--- src/rtl/video_pkg.sv ---
// Shared types and default NTSC timing constants (4 MHz sample clock) for the sync path.
package video_pkg;

  typedef enum logic [1:0] {
    SEARCH = 2'd0,
    LINE   = 2'd1,
    VSYNC  = 2'd2
  } sync_state_e;

  typedef enum logic [1:0] {
    RUNT   = 2'd0,
    NORMAL = 2'd1,
    BROAD  = 2'd2
  } pulse_class_e;

  localparam int unsigned GLITCH_CYCLES_DEF = 3;
  localparam int unsigned MIN_PULSE_DEF     = 6;
  localparam int unsigned BROAD_MIN_DEF     = 64;
  localparam int unsigned BROAD_COUNT_DEF   = 2;
  localparam int unsigned VSYNC_MAX_DEF     = 12;
  localparam int unsigned LOCK_PULSES_DEF   = 4;
  localparam int unsigned TIMEOUT_DEF       = 512;

  localparam int unsigned WIDTH_W   = 8;
  localparam int unsigned TIMEOUT_W = 10;
  localparam int unsigned CNT_W     = 8;

  // Saturated widths land in BROAD because 255 is above any sane BROAD_MIN.
  function automatic pulse_class_e classify(input logic [WIDTH_W-1:0] w,
                                            input int unsigned min_pulse,
                                            input int unsigned broad_min);
    if (32'(w) < min_pulse)      return RUNT;
    else if (32'(w) < broad_min) return NORMAL;
    else                         return BROAD;
  endfunction

endpackage

--- src/rtl/sync_filter.sv ---
// Two-flop synchronizer followed by a stability filter: the output only takes a new
// value after GLITCH_CYCLES consecutive identical synchronized samples.
module sync_filter #(
  parameter int unsigned GLITCH_CYCLES = 3
) (
  input  logic clk_i,
  input  logic rst_ni,
  input  logic d_i,
  output logic q_o
);

  localparam int unsigned CNT_W = (GLITCH_CYCLES > 1) ? $clog2(GLITCH_CYCLES) : 1;

  logic             sync1_q, sync2_q;
  logic             out_q, out_d;
  logic [CNT_W-1:0] cnt_q, cnt_d;

  always_comb begin
    out_d = out_q;
    cnt_d = '0;
    if (sync2_q != out_q) begin
      if (cnt_q == CNT_W'(GLITCH_CYCLES - 1)) begin
        out_d = sync2_q;
      end else begin
        cnt_d = cnt_q + CNT_W'(1);
      end
    end
  end

  // Idle level of composite sync is high, so everything resets to 1.
  always_ff @(posedge clk_i or negedge rst_ni) begin
    if (!rst_ni) begin
      sync1_q <= 1'b1;
      sync2_q <= 1'b1;
      out_q   <= 1'b1;
      cnt_q   <= '0;
    end else begin
      sync1_q <= d_i;
      sync2_q <= sync1_q;
      out_q   <= out_d;
      cnt_q   <= cnt_d;
    end
  end

  assign q_o = out_q;

endmodule

--- src/rtl/csync_separator.sv ---
// Composite sync cleaner and pulse-width classifier producing csync, vsync and a lock flag
// for the crosshair overlay.
module csync_separator
  import video_pkg::*;
#(
  parameter int unsigned GLITCH_CYCLES = GLITCH_CYCLES_DEF,
  parameter int unsigned MIN_PULSE     = MIN_PULSE_DEF,
  parameter int unsigned BROAD_MIN     = BROAD_MIN_DEF,
  parameter int unsigned BROAD_COUNT   = BROAD_COUNT_DEF,
  parameter int unsigned VSYNC_MAX     = VSYNC_MAX_DEF,
  parameter int unsigned LOCK_PULSES   = LOCK_PULSES_DEF,
  parameter int unsigned TIMEOUT       = TIMEOUT_DEF
) (
  input  logic clk4mhz,
  input  logic reset_n,
  input  logic csync_in,
  output logic csync,
  output logic vsync,
  output logic sync_lock
);

  logic                 csync_f;
  logic                 prev_q;
  logic [WIDTH_W-1:0]   width_q, width_d;
  logic [TIMEOUT_W-1:0] to_q, to_d;
  logic [CNT_W-1:0]     pulse_cnt_q, pulse_cnt_d;
  logic [CNT_W-1:0]     broad_cnt_q, broad_cnt_d;
  logic [CNT_W-1:0]     vlen_q, vlen_d;
  sync_state_e          state_q, state_d;
  logic                 vsync_q, lock_q;
  logic                 fall_c, rise_c, valid_c, timeout_hit_c;
  pulse_class_e         cls_c;

  sync_filter #(
    .GLITCH_CYCLES(GLITCH_CYCLES)
  ) u_filter (
    .clk_i (clk4mhz),
    .rst_ni(reset_n),
    .d_i   (csync_in),
    .q_o   (csync_f)
  );

  assign fall_c = prev_q & ~csync_f;
  assign rise_c = ~prev_q & csync_f;

  // The falling-edge cycle is already a low cycle, so the count restarts at 1 and
  // equals the low width when the rising edge is seen.
  always_comb begin
    width_d = width_q;
    if (fall_c) begin
      width_d = WIDTH_W'(1);
    end else if (!csync_f && (width_q != '1)) begin
      width_d = width_q + WIDTH_W'(1);
    end
  end

  always_comb begin
    cls_c = RUNT;
    if (rise_c) cls_c = classify(width_q, MIN_PULSE, BROAD_MIN);
  end

  assign valid_c       = (cls_c != RUNT);
  assign timeout_hit_c = !valid_c && (32'(to_q) >= TIMEOUT);

  always_comb begin
    to_d = to_q;
    if (valid_c)         to_d = '0;
    else if (to_q != '1) to_d = to_q + TIMEOUT_W'(1);
  end

  always_comb begin
    state_d     = state_q;
    pulse_cnt_d = pulse_cnt_q;
    broad_cnt_d = broad_cnt_q;
    vlen_d      = vlen_q;
    if (timeout_hit_c) begin
      state_d     = SEARCH;
      pulse_cnt_d = '0;
      broad_cnt_d = '0;
      vlen_d      = '0;
    end else if (valid_c) begin
      case (state_q)
        SEARCH: begin
          pulse_cnt_d = pulse_cnt_q + CNT_W'(1);
          if (32'(pulse_cnt_d) >= LOCK_PULSES) begin
            state_d     = LINE;
            pulse_cnt_d = '0;
          end
        end
        LINE: begin
          if (cls_c == BROAD) begin
            broad_cnt_d = broad_cnt_q + CNT_W'(1);
            if (32'(broad_cnt_d) >= BROAD_COUNT) begin
              state_d     = VSYNC;
              vlen_d      = CNT_W'(BROAD_COUNT);
              broad_cnt_d = '0;
            end
          end else begin
            broad_cnt_d = '0;
          end
        end
        VSYNC: begin
          if (cls_c == NORMAL) begin
            state_d     = LINE;
            broad_cnt_d = '0;
          end else begin
            vlen_d = vlen_q + CNT_W'(1);
            if (32'(vlen_d) > VSYNC_MAX) begin
              state_d     = SEARCH;
              pulse_cnt_d = '0;
              broad_cnt_d = '0;
              vlen_d      = '0;
            end
          end
        end
        default: state_d = SEARCH;
      endcase
    end
  end

  always_ff @(posedge clk4mhz or negedge reset_n) begin
    if (!reset_n) begin
      prev_q      <= 1'b1;
      width_q     <= '0;
      to_q        <= '0;
      pulse_cnt_q <= '0;
      broad_cnt_q <= '0;
      vlen_q      <= '0;
      state_q     <= SEARCH;
      vsync_q     <= 1'b0;
      lock_q      <= 1'b0;
    end else begin
      prev_q      <= csync_f;
      width_q     <= width_d;
      to_q        <= to_d;
      pulse_cnt_q <= pulse_cnt_d;
      broad_cnt_q <= broad_cnt_d;
      vlen_q      <= vlen_d;
      state_q     <= state_d;
      vsync_q     <= (state_d == VSYNC);
      lock_q      <= (state_d != SEARCH);
    end
  end

  assign csync     = csync_f;
  assign vsync     = vsync_q;
  assign sync_lock = lock_q;

endmodule
--- config.mk ---
export PLATFORM = sky130hd
export DESIGN_NAME = csync_separator
export DESIGN_NICKNAME = d
export VERILOG_FILES = /design/src/rtl/video_pkg.sv /design/src/rtl/sync_filter.sv /design/src/rtl/csync_separator.sv
export SDC_FILE = /design/constraint.sdc
export NUM_CORES = 1
export LEC_CHECK = 0
export CAP_MARGIN = 20
export CORE_ASPECT_RATIO = 0.5
export CORE_UTILIZATION = 35
export CTS_BUF_LIST = sky130_fd_sc_hd__clkbuf_16
export DETAILED_ROUTE_END_ITERATION = 8
export DONT_BUFFER_PORTS = 1
export SLEW_MARGIN = 20
export SYNTH_ARGS = -nofsm -noshare
export SYNTH_HDL_FRONTEND = slang
export SYNTH_SLANG_ARGS = --single-unit
--- constraint.sdc ---
create_clock -name clk4mhz -period 5.9 [get_ports clk4mhz]
set_input_delay 0.59 -clock clk4mhz [delete_from_list [all_inputs] [get_ports clk4mhz]]
set_output_delay 0.59 -clock clk4mhz [all_outputs]
set_load 0.02 [all_outputs]
==> flow_metrics.py, run 1 <==
metrics = {
    "run_status": {
        "status": "finished, final reports clean",
    },
    "cells_and_area": {
        "ff_latch_area_um2": 1310,
        "nets": 265,
        "layout-drive-gt1-share_pct": 9.38,
        "area_growth_pct": 11.5,
        "antenna_cells": 0,
        "final_common_cell": "dfrtp_1",
        "final_cell_mix": "48 x dfrtp_1, 22 x nor2_1, 17 x nand2_1, 13 x nor2b_1",
        "fillCellCount": 643,
        "multi_input_area_um2": 1240,
    },
    "die": {
        "die_area_um2": 7780,
        "rows": 21,
        "die_w_um": 124,
        "start_util_pct": 37.5,
        "coreArea_um2": 6910,
        "ioPinCount": 6,
        "fp.dieH_um": 62.9,
    },
    "timing": {
        "hold_slack_ps": 138,
        "finalCritPeriodShare_pct": 41.5,
        "final_max_slew_viol_count": 0,
        "setup_tns_ps": 0,
        "worst_slew_pin_slew_ps": 745,
        "skew_ps": 4.50,
        "final_hold_viol_count": 0,
        "slew_headroom_pct": 50.3,
        "period_needed_ps": 2450,
        "rsz0062_at_grt": "false",
        "setup_viol": 0,
        "fmax_mhz": 408,
    },
    "yosys": {
        "async_flop_share_pct": 100,
        "yosysTopAreaCell": "dfrtp_1",
        "ys_types": 51,
        "seq_area_frac_synth_pct": 50.4,
        "ys_top_cells_by_area": "dfrtp_1 46%, dfstp_2 4.1%, ha_1 3.4%",
        "synth_top_area_share_pct": 46.3,
        "syn-mean-instance-area_um2": 10.4,
        "netlist_instances": 249,
        "syn-cell-area_um2": 2590,
        "syn-num-nets": 259,
        "ys_ff_latch": 52,
        "synthFlopType": "dfrtp_1",
        "synth_edf_count": 0,
        "yosys_warnings": 0,
    },
    "setup_path": {
        "required_ps": 6130,
        "cpPeakStageDelay_ps": 680,
        "cp_data_arrival_time_ps": 2680,
        "crit_chain": "nand2b_1 > a21oi_2 > nand2b_1 > o211a_1 > a21o_1 > a21o_1",
        "setup.worst_path.class": "reg -> reg",
        "cp-start-kind": "register",
        "worstSetupEndpointType": "register",
        "slowest_stage": "dfstp_2",
        "crit_fanout": 18,
    },
    "routing": {
        "ant_nets": 0,
        "wl_per_cell_um": 12.9,
        "drtIter0Drc": 76,
        "routed.top_layer": "met4",
        "drc": 0,
        "vias": 1806,
        "vias_per_cell": 5.19,
        "totalWireLength_mm": 4.50,
        "wirelength_met1_mm": 2.38,
        "dr_wl_met2_mm": 1.96,
        "dr.pass1.iters": 4,
        "dr_wl_met3_um": 105,
    },
    "clock_network": {
        "tritoncts": "done",
        "clk_pin_slew_ps": 60,
        "cts_buffers": 5,
        "root_buffer": "clkbuf_16",
        "clock_latency_ps": 290,
        "clock_sinks": 52,
        "ctsResizeCount": 0,
        "cts_max_path_buffers": 2,
        "htree_num_levels": 2,
    },
    "grt": {
        "grt_max_degree": 49,
        "grt_overflow_total": 0,
        "antenna_found_initial": 0,
        "grt_util_all_layers_pct": 14.1,
        "grt_pass1_vias": 1871,
        "grt_pass1_wl_mm": 8.75,
    },
    "power_and_ir_drop": {
        "irDropWorstVdd_mv": 0.150,
        "p_per_area_nw_per_um2": 361,
        "total_power_mw": 1.04,
        "p_leak_nw": 1.28,
    },
    "run": {
        "cap_violations": 0,
    },
    "place": {
        "io_buffers": 0,
        "globalplace.congestion": 0.790,
        "place_hpwl_mm": 3.09,
    },
    "hold_path": {
        "min_path_type": "in -> async",
    },
}
cell families after synthesis:
family	share of synthesized area, %
compound gates	13.4
xor+xnor	4.39
fa+ha+maj	3.38
buf+inv	1.59
flops	50.4
mux	1.21
simple gates	25.7
worst max-delay path: cells and delay by family (launching register included):
family | cells | cell delay (ps)
compound gates | 4 | 1120
flops | 1 | 680
simple gates | 2 | 580
layout make-up:
class,count,share of cell area [%]
clock buffers,5,4.33
clock inverters,3,1.34
repair buffers,1,0.952
well taps,92,3.98
inverters,9,1.17
multi-input cells,186,43.1
flip-flops and latches,52,45.2
timing repair:
action,CTS,global route
hold endpoints to repair,48,0
hold buffers,1,0
setup buffers,0,0
worst paths after layout:
kind	to	start	slack, ps	cells after the start
min in group clk4mhz	u_filter.sync1_q	csync_in	290	0
setup reg to reg	vlen_q[3]	u_filter.q_o	3450	6
setup / recovery	vlen_q[3]	u_filter.q_o	3450	6
hold reg to reg	u_filter.sync2_q	u_filter.sync1_q	360	0
hold / removal	u_filter.sync2_q	reset_n	140	0
max in group asynchronous	state_q[1]	reset_n	5540	1
metal layers:
metal  up-vias  track usage (%)
met5         -                0
met4         0             4.37
met3         8             3.56
met2        10             21.7
met1       884             19.2
li1        904                -
power by group:
| group | switching (mW) | internal [mW] |
|---|---|---|
| logic | 0.117 | 0.0987 |
| clock network | 0.122 | 0.198 |
| registers | 0.0825 | 0.426 |
synth_stat cells (all sizes together) (3+ instances only):
cell type   n
nor4        3
nand4       4
nor2       22
nand3      13
dfrtp      48
or3         4
dfstp       4
and3       11
o21ai      12
nor2b      13
and2        9
xor2        6
nand2b      5
inv         9
ha          7
xnor2       7
o211ai      3
nand2      18
a21oi       5
nor3       12
through the flow:
stage	area, um^2	setup WS [ps]	instances	utilization (%)
CTS	2890	3430	348	41.8
global route	2890	3190	348	41.8
floorplan	2590	3890	249	-
global placement	2700	3570	339	39.1
detailed placement	2700	3470	339	39.1
finish	2890	3450	348	41.8
registers in the layout, indices dropped and copies added (netlist names):
signal,flops
state_q,2
prev_q,1
width_q,8
u_filter.sync1_q,1
vsync,1
u_filter.q_o,1
vlen_q,8
to_q,10
pulse_cnt_q,8
u_filter.sync2_q,1
u_filter.cnt_q,2
broad_cnt_q,8
sync_lock,1
No activity file was read; power rests on OpenSTA's default activity.
==> inputs of run 2 (changes only) <==
==> constraint.sdc (replaced) <==
create_clock -name clk4mhz -period 2.1 [get_ports clk4mhz]
set_input_delay 0.21 -clock clk4mhz [delete_from_list [all_inputs] [get_ports clk4mhz]]
set_output_delay 0.21 -clock clk4mhz [all_outputs]
set_load 0.02 [all_outputs]
==> flow_metrics.py, run 2 (same netlist as run 1, synthesis figures left out) <==
metrics = {
    "power_and_ir_drop": {
        "sequentialPowerShare_pct": 49.0,
        "p_per_area_nw_per_um2": 946,
        "swShare_pct": 31.8,
        "p_leak_nw": 1.32,
        "irDropWorstVdd_mv": 0.334,
        "p_comb_share_pct": 24.2,
        "p_int_mw": 1.94,
        "switching_power_uw": 904,
        "clkPwrFrac_pct": 26.7,
    },
    "clock_network": {
        "htree_num_levels": 2,
        "clk_pin_slew_ps": 60,
        "clock_latency_ps": 280,
        "root_buffer": "clkbuf_16",
        "clock_sinks": 52,
        "cts_max_path_buffers": 2,
        "cts_buffers": 5,
        "tritoncts": "done",
    },
    "die": {
        "die_w_um": 124,
        "start_util_pct": 37.5,
        "die_area_um2": 7780,
        "fp.dieH_um": 62.9,
        "coreArea_um2": 6910,
        "rows": 21,
        "ioPinCount": 6,
    },
    "timing": {
        "finalCritPeriodShare_pct": 98.9,
        "fmax_mhz": 481,
        "worst_slew_pin_slew_ps": 579,
        "setup_viol": 0,
        "period_needed_ps": 2080,
        "rsz0062_at_grt": "true",
        "hold_slack_ps": 357,
        "slew_headroom_pct": 61.1,
        "final_hold_viol_count": 0,
        "skew_ps": 3.84,
        "setup_tns_ps": 0,
        "final_max_slew_viol_count": 0,
    },
    "place": {
        "place_hpwl_mm": 3.26,
        "globalplace.congestion": 0.744,
        "io_buffers": 0,
    },
    "grt": {
        "grt_util_all_layers_pct": 13.7,
        "antenna_found_initial": 0,
        "grt_max_degree": 53,
        "grt_pass1_wl_mm": 8.55,
        "grt_pass1_vias": 1936,
        "grt_overflow_total": 0,
    },
    "cells_and_area": {
        "antenna_cells": 0,
        "final_common_cell": "dfrtp_1",
        "regMostFlops": "to_q",
        "layout-drive-gt1-share_pct": 14.7,
        "fillCellCount": 645,
        "nets": 275,
        "largest_reg_flops": 10,
        "area_growth_pct": 15.9,
        "final_cell_mix": "48 x dfrtp_1, 21 x nor2_1, 17 x nand2_1, 13 x nor2b_1, 12 x nand3_1",
    },
    "routing": {
        "drtIter0Drc": 71,
        "ant_nets": 0,
        "dr.pass1.iters": 4,
        "vias_per_cell": 5.18,
        "vias": 1853,
        "totalWireLength_mm": 4.74,
        "wl_per_cell_um": 13.2,
        "drc": 0,
    },
    "setup_path": {
        "setup.worst_path.class": "reg -> reg",
        "cp-start-kind": "register",
        "worstSetupEndpointType": "register",
        "cp_data_arrival_time_ps": 2300,
        "required_ps": 2320,
        "crit_fanout": 8,
    },
    "run_status": {
        "status": "finished, final reports clean",
    },
    "hold_path": {
        "min_path_type": "reg -> reg",
    },
    "run": {
        "cap_violations": 0,
    },
}
-- run 2: layout make-up --
cell class / instances / area, um^2 / share of cell area (%)
inverters: 9 / 33.8 / 1.12
well taps: 92 / 115 / 3.83
clock inverters: 3 / 12.5 / 0.416
flip-flops and latches: 52 / 1310 / 43.5
repair buffers: 11 / 111 / 3.71
multi-input cells: 186 / 1300 / 43.3
clock buffers: 5 / 125 / 4.16
-- run 2: layer usage --
layer | share of wire, % | up-vias | track usage (%)
li1 | - | 922 | -
met1 | 49 | 905 | 18.2
met2 | 47 | 20 | 22.4
met3 | 2.0 | 6 | 2.46
met4 | 1.3 | 0 | 4.37
met5 | 0 | - | 0
-- run 2: path summary, 6_finish.rpt --
| path | from | endpoint | slack (ps) | cells past startpoint |
|---|---|---|---|---|
| min in group asynchronous | reset_n | to_q[9] | 470 | 2 |
| max reg2reg | vlen_q[1] | pulse_cnt_q[2] | 20 | 7 |
| min reg2reg | u_filter.sync1_q | u_filter.sync2_q | 360 | 0 |
| max | vlen_q[1] | pulse_cnt_q[2] | 20 | 7 |
| max in group asynchronous | reset_n | prev_q | 1370 | 2 |
| min | u_filter.sync1_q | u_filter.sync2_q | 360 | 0 |
-- run 2: timing repair --
action | 4_1_cts | 5_1_grt
gates resized for setup | 2 | 9
setup buffers | 0 | 1
hold endpoints to repair | 53 | 0
hold buffers | 3 | 0
setup endpoints to repair | 11 | 16
pin swaps | 2 | 14
-- run 2: worst max-delay path, stage by stage, from the launching register on --
cell and delay, ps:
dfrtp_1 410, ha_4 190, or3_1 310, a211o_1 300
a22oi_4 360, o21ai_2 90, nand2_2 150, and3_4 200
-- run 2: power groups by stage --
stage                     combinational (mW)  sequential [mW]  clock, mW
final                                  0.689             1.39      0.760
after detailed placement               0.651             1.41          0
after CTS                              0.681             1.39      0.782
after global placement                 0.620             1.40          0
after global routing                   0.788             1.43      0.836
after floorplan                        0.488             1.39          0
-- run 2: metrics by stage --
stage / cells / worst slack [ps] / area, um^2 / power, mW / util [%]
4_1_cts: 357 / 21.4 / 2950 / 2.86 / 42.7
2_1_floorplan: 249 / 89.9 / 2590 / 1.88 / -
6_report: 358 / 22.6 / 3000 / 2.84 / 43.5
3_3_place_gp: 346 / 61.2 / 2750 / 2.02 / 39.8
3_5_place_dp: 346 / -27.7 / 2750 / 2.06 / 39.8
5_1_grt: 358 / -33.8 / 3000 / 3.05 / 43.5
